[config.mk]
export PLATFORM = sky130hd
export DESIGN_NAME = uart_fetch_arbiter
export DESIGN_NICKNAME = d
export VERILOG_FILES = /design/src/rtl/uart_fetch_pkg.sv /design/src/rtl/rr_arbiter.sv /design/src/rtl/uart_fetch_arbiter.sv
export SDC_FILE = /design/constraint.sdc
export NUM_CORES = 1
export LEC_CHECK = 0
export ABC_AREA = 1
export CAP_MARGIN = 20
export CORE_MARGIN = 10
export CORE_UTILIZATION = 43
export DETAILED_ROUTE_END_ITERATION = 8
export PLACE_DENSITY = 0.88
export SLEW_MARGIN = 5
export SYNTH_ARGS = -nofsm -noshare
export SYNTH_HDL_FRONTEND = slang
export SYNTH_SLANG_ARGS = --single-unit
[constraint.sdc]
create_clock -name clk -period 1.9 [get_ports clk]
set_input_delay 0.57 -clock clk [delete_from_list [all_inputs] [get_ports clk]]
set_output_delay 0.57 -clock clk [all_outputs]
set_load 0.01 [all_outputs]
[src/rtl/uart_fetch_pkg.sv]
// Shared constants and FSM encoding for the UART instruction-buffer fetch arbiter.
package uart_fetch_pkg;

    localparam logic [31:0] NOP_INSTR  = 32'h0000_0013;
    localparam logic [31:0] SPIN_INSTR = 32'hfa9e_f06f;

    localparam int DEF_ADDR_W = 6;
    localparam int DEF_PTR_W  = 8;

    typedef enum logic [1:0] {
        IDLE = 2'd0,
        READ = 2'd1,
        FILL = 2'd2,
        RESP = 2'd3
    } fetch_state_e;

endpackage

[src/rtl/rr_arbiter.sv]
// Combinational round-robin arbiter: the first requester at or after rr_ptr wins.
module rr_arbiter #(
    parameter int N_REQ = 2,
    parameter int RR_W  = (N_REQ > 1) ? $clog2(N_REQ) : 1
) (
    input  logic [N_REQ-1:0] req,
    input  logic [RR_W-1:0]  rr_ptr,
    output logic [N_REQ-1:0] grant
);

    logic [N_REQ-1:0] rot;
    logic [N_REQ-1:0] first;

    // Rotate so rr_ptr sits at bit 0, isolate the lowest set bit, rotate back.
    always_comb begin
        rot   = N_REQ'({req, req} >> rr_ptr);
        first = rot & (~rot + N_REQ'(1));
        grant = N_REQ'(({first, first} << rr_ptr) >> N_REQ);
    end

endmodule

[src/rtl/uart_fetch_arbiter.sv]
// Read side of the UART instruction buffer: arbitrates fetch requesters, sequences
// the registered RAM read and returns a word (or a NOP after a long empty stall).
//
// state | meaning
// IDLE  | wait for a request; count empty-buffer stall cycles
// READ  | RAM address presented, waiting out the read latency
// FILL  | capture ram_q into the response register
// RESP  | resp_valid[gnt] held until resp_ready[gnt]
module uart_fetch_arbiter
    import uart_fetch_pkg::*;
#(
    parameter int          N_REQ       = 2,
    parameter int          ADDR_W      = DEF_ADDR_W,
    parameter int          PTR_W       = DEF_PTR_W,
    parameter int          STALL_LIMIT = 16,
    parameter logic [31:0] NOP_INSTR   = uart_fetch_pkg::NOP_INSTR
) (
    input  logic              clk,
    input  logic              rst_n,
    input  logic [N_REQ-1:0]  req_valid,
    input  logic [N_REQ-1:0]  resp_ready,
    output logic [N_REQ-1:0]  resp_valid,
    output logic [31:0]       resp_instr,
    output logic              resp_is_nop,
    input  logic              flush,
    input  logic [PTR_W-1:0]  head,
    output logic [ADDR_W-1:0] ram_rdaddress,
    input  logic [31:0]       ram_q,
    output logic [PTR_W:0]    occupancy
);

    localparam int RR_W    = (N_REQ > 1) ? $clog2(N_REQ) : 1;
    localparam int STALL_W = $clog2(STALL_LIMIT + 1);

    fetch_state_e       state_q, state_d;
    logic [PTR_W-1:0]   tail_q, tail_d;
    logic [RR_W-1:0]    rr_ptr_q, rr_ptr_d;
    logic [RR_W-1:0]    gnt_q, gnt_d;
    logic [STALL_W-1:0] stall_cnt_q, stall_cnt_d;
    logic [N_REQ-1:0]   resp_valid_q, resp_valid_d;
    logic [31:0]        resp_instr_q, resp_instr_d;
    logic               resp_is_nop_q, resp_is_nop_d;
    logic [PTR_W:0]     occupancy_q, occupancy_d;

    logic [N_REQ-1:0]   grant_oh;
    logic [RR_W-1:0]    grant_idx;
    logic               empty;

    rr_arbiter #(
        .N_REQ (N_REQ),
        .RR_W  (RR_W)
    ) u_rr_arbiter (
        .req    (req_valid),
        .rr_ptr (rr_ptr_q),
        .grant  (grant_oh)
    );

    always_comb begin
        grant_idx = '0;
        for (int i = 0; i < N_REQ; i++) begin
            if (grant_oh[i]) grant_idx = RR_W'(i);
        end
    end

    assign empty = (head == tail_q);

    always_comb begin
        state_d       = state_q;
        tail_d        = tail_q;
        rr_ptr_d      = rr_ptr_q;
        gnt_d         = gnt_q;
        stall_cnt_d   = stall_cnt_q;
        resp_valid_d  = resp_valid_q;
        resp_instr_d  = resp_instr_q;
        resp_is_nop_d = resp_is_nop_q;
        occupancy_d   = {1'b0, head - tail_q};

        case (state_q)
            IDLE: begin
                if (|req_valid) begin
                    gnt_d = grant_idx;
                    if (!empty) begin
                        state_d     = READ;
                        stall_cnt_d = '0;
                    end else if (stall_cnt_q == STALL_W'(STALL_LIMIT - 1)) begin
                        state_d       = RESP;
                        resp_instr_d  = NOP_INSTR;
                        resp_is_nop_d = 1'b1;
                        resp_valid_d  = grant_oh;
                        stall_cnt_d   = '0;
                    end else begin
                        stall_cnt_d = stall_cnt_q + STALL_W'(1);
                    end
                end else begin
                    stall_cnt_d = '0;
                end
            end
            READ: state_d = FILL;
            FILL: begin
                resp_instr_d  = ram_q;
                resp_is_nop_d = 1'b0;
                resp_valid_d  = N_REQ'(1) << gnt_q;
                state_d       = RESP;
            end
            RESP: begin
                if (resp_ready[gnt_q]) begin
                    resp_valid_d = '0;
                    if (!resp_is_nop_q) tail_d = tail_q + PTR_W'(1);
                    rr_ptr_d = (gnt_q == RR_W'(N_REQ - 1)) ? '0 : gnt_q + RR_W'(1);
                    state_d  = IDLE;
                end
            end
            default: state_d = IDLE;
        endcase

        // A flush in the handshake cycle counts as delivery; the arbiter keeps its place.
        if (flush) begin
            tail_d       = head;
            resp_valid_d = '0;
            state_d      = IDLE;
            stall_cnt_d  = '0;
            rr_ptr_d     = rr_ptr_q;
        end
    end

    always_ff @(posedge clk or negedge rst_n) begin
        if (!rst_n) begin
            state_q       <= IDLE;
            tail_q        <= '0;
            rr_ptr_q      <= '0;
            gnt_q         <= '0;
            stall_cnt_q   <= '0;
            resp_valid_q  <= '0;
            resp_instr_q  <= NOP_INSTR;
            resp_is_nop_q <= 1'b0;
            occupancy_q   <= '0;
        end else begin
            state_q       <= state_d;
            tail_q        <= tail_d;
            rr_ptr_q      <= rr_ptr_d;
            gnt_q         <= gnt_d;
            stall_cnt_q   <= stall_cnt_d;
            resp_valid_q  <= resp_valid_d;
            resp_instr_q  <= resp_instr_d;
            resp_is_nop_q <= resp_is_nop_d;
            occupancy_q   <= occupancy_d;
        end
    end

    assign resp_valid    = resp_valid_q;
    assign resp_instr    = resp_instr_q;
    assign resp_is_nop   = resp_is_nop_q;
    assign ram_rdaddress = tail_q[ADDR_W-1:0];
    assign occupancy     = occupancy_q;

endmodule

# Word level (Yosys, flattened, before mapping)
# Index checks and enable logic that the tools add are counted.
# Widths: inputs -> output; s select.
# word_totals
ff_bits	60
mem_bits_ro	0
latch_bits	0
inputBits	47
output_inout_bits	50
mem_count	0
ramBits	0
word_cells	80
# classes
bitwise	3
n_shift	3
eq_ne	14
add_sub_neg	5
n_div	0
multipliers	0
reduce_logical	13
mux	32
magnitude_cmp	1
# op_table
operator	count
$mux 32	3
$pmux 32 s2	1
$mux 8	4
$mux 5	5
$mux 2	9
$ne 3x3->1 const B	4
$reduce_and 3->1	3
$add 8x1->8 const B	1
$eq 8x8->1	1
$ne 2x2->1 const B	4
$pmux 2 s4	1
$reduce_bool 2->1	4
$sub 8x8->8	1
$mux 1	7
$pmux 2 s3	1
$add 5x1->5 const B	1
$eq 5x4->1 const B	1
$reduce_and 5->1	1
$eq 2x2->1 const B	2
$ne 4x4->1 const B	1
$reduce_and 4->1	1
$reduce_bool 4->1	1
$shl 4x1->4	1
$shr 4x1->2	1
12 further kinds	12

# Logic depth before layout (Yosys ltp)
# Gate-level depths: netlist of the first run.
# depth
word_depth	10
depth_mapped	11

# By module
# Synthesis of the first run repeated with hierarchy kept, for this count alone.
# hier_totals
hier_cells	433
area_unflattened_um2	3367.0
# modules_own_cells
module	instances	cells_each	seq_area_each_um2	area_each_um2
uart_fetch_arbiter	1	428	1505.2	3347.0
rr_arbiter	1	5	0.0	20.0

# Least setup slack after synthesis of the first run
# OpenSTA, ideal clock, no wires.
# synth_path
kind	input to register
startpoint	in head[3]
endpoint	reg resp_is_nop_q (netlist: resp_is_nop)
slack_ps	19
path_stages	10
setup_ps	129
arrival_time_ps	1752
required_ps	1771
path_cell_list	ha_1 > nand2_2 > nor2_4 > nand3_4 > nand2_2 > nand3_2 > buf_6 > buf_6 > nand2_2 > o21ai_2
# synth_between
elab_chain_len	3
# synth_rtl
element	line_no	text
start, declared	uart_fetch_arbiter.sv:26	input logic [PTR_W-1:0] head,
$eq 8x8->1	uart_fetch_arbiter.sv:65	assign empty = (head == tail_q);
$ne 2x2->1 (no source line)	--	
$reduce_and 4->1 (no source line)	--	
end signal, assigned	uart_fetch_arbiter.sv:145	resp_is_nop_q <= resp_is_nop_d;
end, declared	uart_fetch_arbiter.sv:42	logic resp_is_nop_q, resp_is_nop_d;
# Every way passes these cells.
# A chain may end at the register's enable or synchronous reset.

# Worst setup path in the final report of the first run
# layout_path
startpoint	reg resp_is_nop_q (netlist: resp_is_nop)
endpoint	out resp_is_nop
# layout_rtl
element	line_no	text
end, declared	uart_fetch_arbiter.sv:24	output logic resp_is_nop,
# No word-level cell between the ends.

==> results.md, run 1 <==
- CP Max Fanout: 3
- Leakage: 2.24 nW
- Bufs and invs on worst path: 1
- Clock share of power: 0.192
- Ports: 97
- Initial core utilization: 0.442
- Final Skew: 0.00971 ns
- Hold Crit Class: input port to async pin
- Comb pwr share: 0.489
- Commonest non-fill, non-tap cells in the layout: 105 x nand2_1, 78 x clkdlybuf4s50_1, 56 x dfrtp_1
- Total GRT Usage: 0.174
- Total grt overflow: 0
- Vias in the first global route: between 3000 and 4000
- Slowest stage delay, CP: 0.56 ns
- Synth cell types: 35
- Max Fclk: 539 MHz
- Post-Syn Nets: 438
- Seq cells post-synth: 60
- Deepest clock path buffer count: 2
- Placed cell count: 586
- Largest net degree at the start of global routing: 61
- Initial DRC count: 183
- Diode count: 0
- FILL cells: ~560
- Final Non-Filler Cells: 615
- WS Path Type: flip-flop to output pin
- Synth warn: 0
- Syn Area/Cell: 8.43 um2
- CTS Buf Count: 9
- Die area: 11300 um2
- Clk_lat worst skew: 0.34 ns
- Hold_buf cts: 0
- Outcome: complete, no violations
- DRC: 0
- PD cells: 1340 nW/um2
- Worst-path cell chain: clkdlybuf4s50_1
- Slowest-stage cell, CP: clkdlybuf4s50_1
- Core area: 7210 um2
- Top delay family on crit path: buffers and inverters
- Worst Setup End Kind: output pin
- Top post-synthesis cells by area: dfrtp_1 45%, nand2_1 13%, ha_1 4.7%
- Drt wl/cell: ~16 um
- Syn Inst Count: 378
- Reg2Reg Depth: 11
- Port bufs: 95
- Vias per cell: 5.16
- WP data required: 1.33 ns
- # Max-Cap Violations: 0
- Hold slack final: 0.218 ns
- Clock sink count: 60
- Post-synth top area share: 0.447
- Die Ht: 106 um
- Switching power: ~2.4 mW
- Total number of vias: approximately 3200
- Placer congestion estimate: 0.951
- RSZ-0062 raised after global routing: yes
- Levels on crit path: 1
- H-tree levels: 3
- Hpwl dp: around 6800 um
- Routed Antenna Nets: 0
- Row count: 31
- TritonCTS clock tree: built
- Final min period: approximately 1.9 ns
- Clock slew at reported path FFs: about 0.07 ns
- WL final: 9900 um
- Max-slew violations: 0
- Total Negative Setup Slacks: 0 ns
- Final-stage net count: 571
- First-pass GRT wire length: 16200 um
- Fin crit share: 0.976
- Sw Share: 0.357
- Root buf cell: clkbuf_8
- Post-synthesis sequential area ratio: 0.472
- Cell taking the most area after synthesis: dfrtp_1
- Maximum VDD drop: 0.576 mV
- Final setup fails: 0
- Most common cell after layout, fill and taps aside: nand2_1
- Worst Setup Start Kind: flip-flop
- Post-Synthesis Cell Area: roughly 3200 um2
- Pre-antenna DRT Iters: 4
- Pint: 4.24 mW
- Arr. time, crit path: 1.28 ns
- Die Wd: 106 um
- Initial antenna violation count: 0
- Flop pwr share: 0.319
- Fraction of layout cells with a size suffix above 1: 0.209
- Layout area overhead: 53.9%
- Final Hold Viols: 0
## synthesized netlist by cell type (all sizes together)
| master | instances |
|---|---|
| xnor2 | 1 |
| nand3 | 20 |
| o21bai | 3 |
| nand4 | 5 |
| o21ai | 48 |
| nor2 | 32 |
| a21oi | 6 |
| conb | 1 |
| nor3 | 1 |
| a21o | 1 |
| o211ai | 3 |
| dfstp | 3 |
| inv | 28 |
| nand2 | 118 |
| o21a | 1 |
| clkbuf | 5 |
| buf | 17 |
| a211oi | 1 |
| ha | 12 |
| o22ai | 2 |
| xor2 | 9 |
| fa | 1 |
| dfrtp | 57 |
| a31oi | 2 |
| clkinv | 1 |
## power groups by stage
| stage | registers (mW) | clock network [mW] | logic (mW) |
|---|---|---|---|
| global placement | 2.09 | 0 | 2.76 |
| floorplan | 2.29 | 0 | 1.24 |
| detailed placement | 2.11 | 0 | 2.86 |
| finish | 2.10 | 1.27 | 3.23 |
| CTS | 2.09 | 1.30 | 3.19 |
| global route | 2.16 | 1.35 | 3.51 |
## sequential cells by signal, summed over array words and instances (netlist names)
signal,cells
resp_instr,32
occupancy,8
tail_q,8
stall_cnt_q,5
resp_valid,2
state_q,2
gnt_q,1
resp_is_nop,1
rr_ptr_q,1
## layer usage
layer	routed length, um	part of all wire	global-route usage
met5	0	0	0
met4	155	0.016	0.0619
met3	560	0.057	0.0393
met2	5060	0.51	0.310
met1	4120	0.42	0.201
## area by class of cell
class | count | area [um2] | share of cell area
Clock buffer | 11 | 141 | 0.0288
Clock inverter | 5 | 75.1 | 0.0153
Inverter | 29 | 109 | 0.0222
Multi-Input combinational cell | 267 | 1540 | 0.314
Sequential cell | 60 | 1510 | 0.307
Tap cell | 99 | 124 | 0.0252
Timing Repair Buffer | 144 | 1410 | 0.288
## kinds of logic (layout without fill, tap and decap cells)
logic type	Yosys count	count (layout)	synth area share
simple gates	176	176	0.235
compound gates	67	67	0.129
flops	60	60	0.472
buf+inv	51	189	0.0816
fa+ha+maj	13	13	0.0534
xor+xnor	10	10	0.0275
other cells	1	1	0.00118
## stage by stage
| step | setup slack [ns] | util | power, mW | area [um2] |
|---|---|---|---|---|
| 2_1_floorplan | 0.0187 | - | 3.53 | 3190 |
| 5_1_grt | -0.0250 | 0.680 | 7.01 | 4910 |
| 4_1_cts | 0.00747 | 0.672 | 6.58 | 4850 |
| 3_5_place_dp | -0.544 | 0.610 | 4.97 | 4400 |
| 6_report | 0.0460 | 0.680 | 6.59 | 4910 |
| 3_3_place_gp | -0.442 | 0.610 | 4.85 | 4400 |
## final timing paths
kind	slack [ns]	end	from
worst max-delay path	0.05	resp_is_nop	resp_is_nop$_DFFE_PN0P_
worst min register to register	0.48	resp_instr[1]$_DFFE_PN1P_	resp_instr[1]$_DFFE_PN1P_
max in group asynchronous	1.34	resp_instr[0]$_DFFE_PN1P_	rst_n
worst min-delay path	0.22	resp_instr[12]$_DFFE_PN0P_	rst_n
min in group clk	0.48	resp_instr[1]$_DFFE_PN1P_	resp_instr[1]$_DFFE_PN1P_
worst max register to register	0.07	resp_instr[21]$_DFFE_PN0P_	tail_q[1]$_DFFE_PN0P_
## timing repair
item                                    CTS  global route
setup buffers                             6             4
gates resized for setup                  33            16
pin swaps                                 8             6
endpoints found under the setup margin   51            37
cloned                                    4             0
(Power assumes the default switching activity.)
==> run 2: changes to the inputs <==
--- a/config.mk
+++ b/config.mk
@@ -11,7 +11,7 @@
 export CORE_UTILIZATION = 43
 export DETAILED_ROUTE_END_ITERATION = 8
 export PLACE_DENSITY = 0.88
-export SLEW_MARGIN = 5
+export SLEW_MARGIN = 20
 export SYNTH_ARGS = -nofsm -noshare
 export SYNTH_HDL_FRONTEND = slang
 export SYNTH_SLANG_ARGS = --single-unit
==> results of run 2 <==
The final DEF is identical to that of run 1; final timing and power are the same.
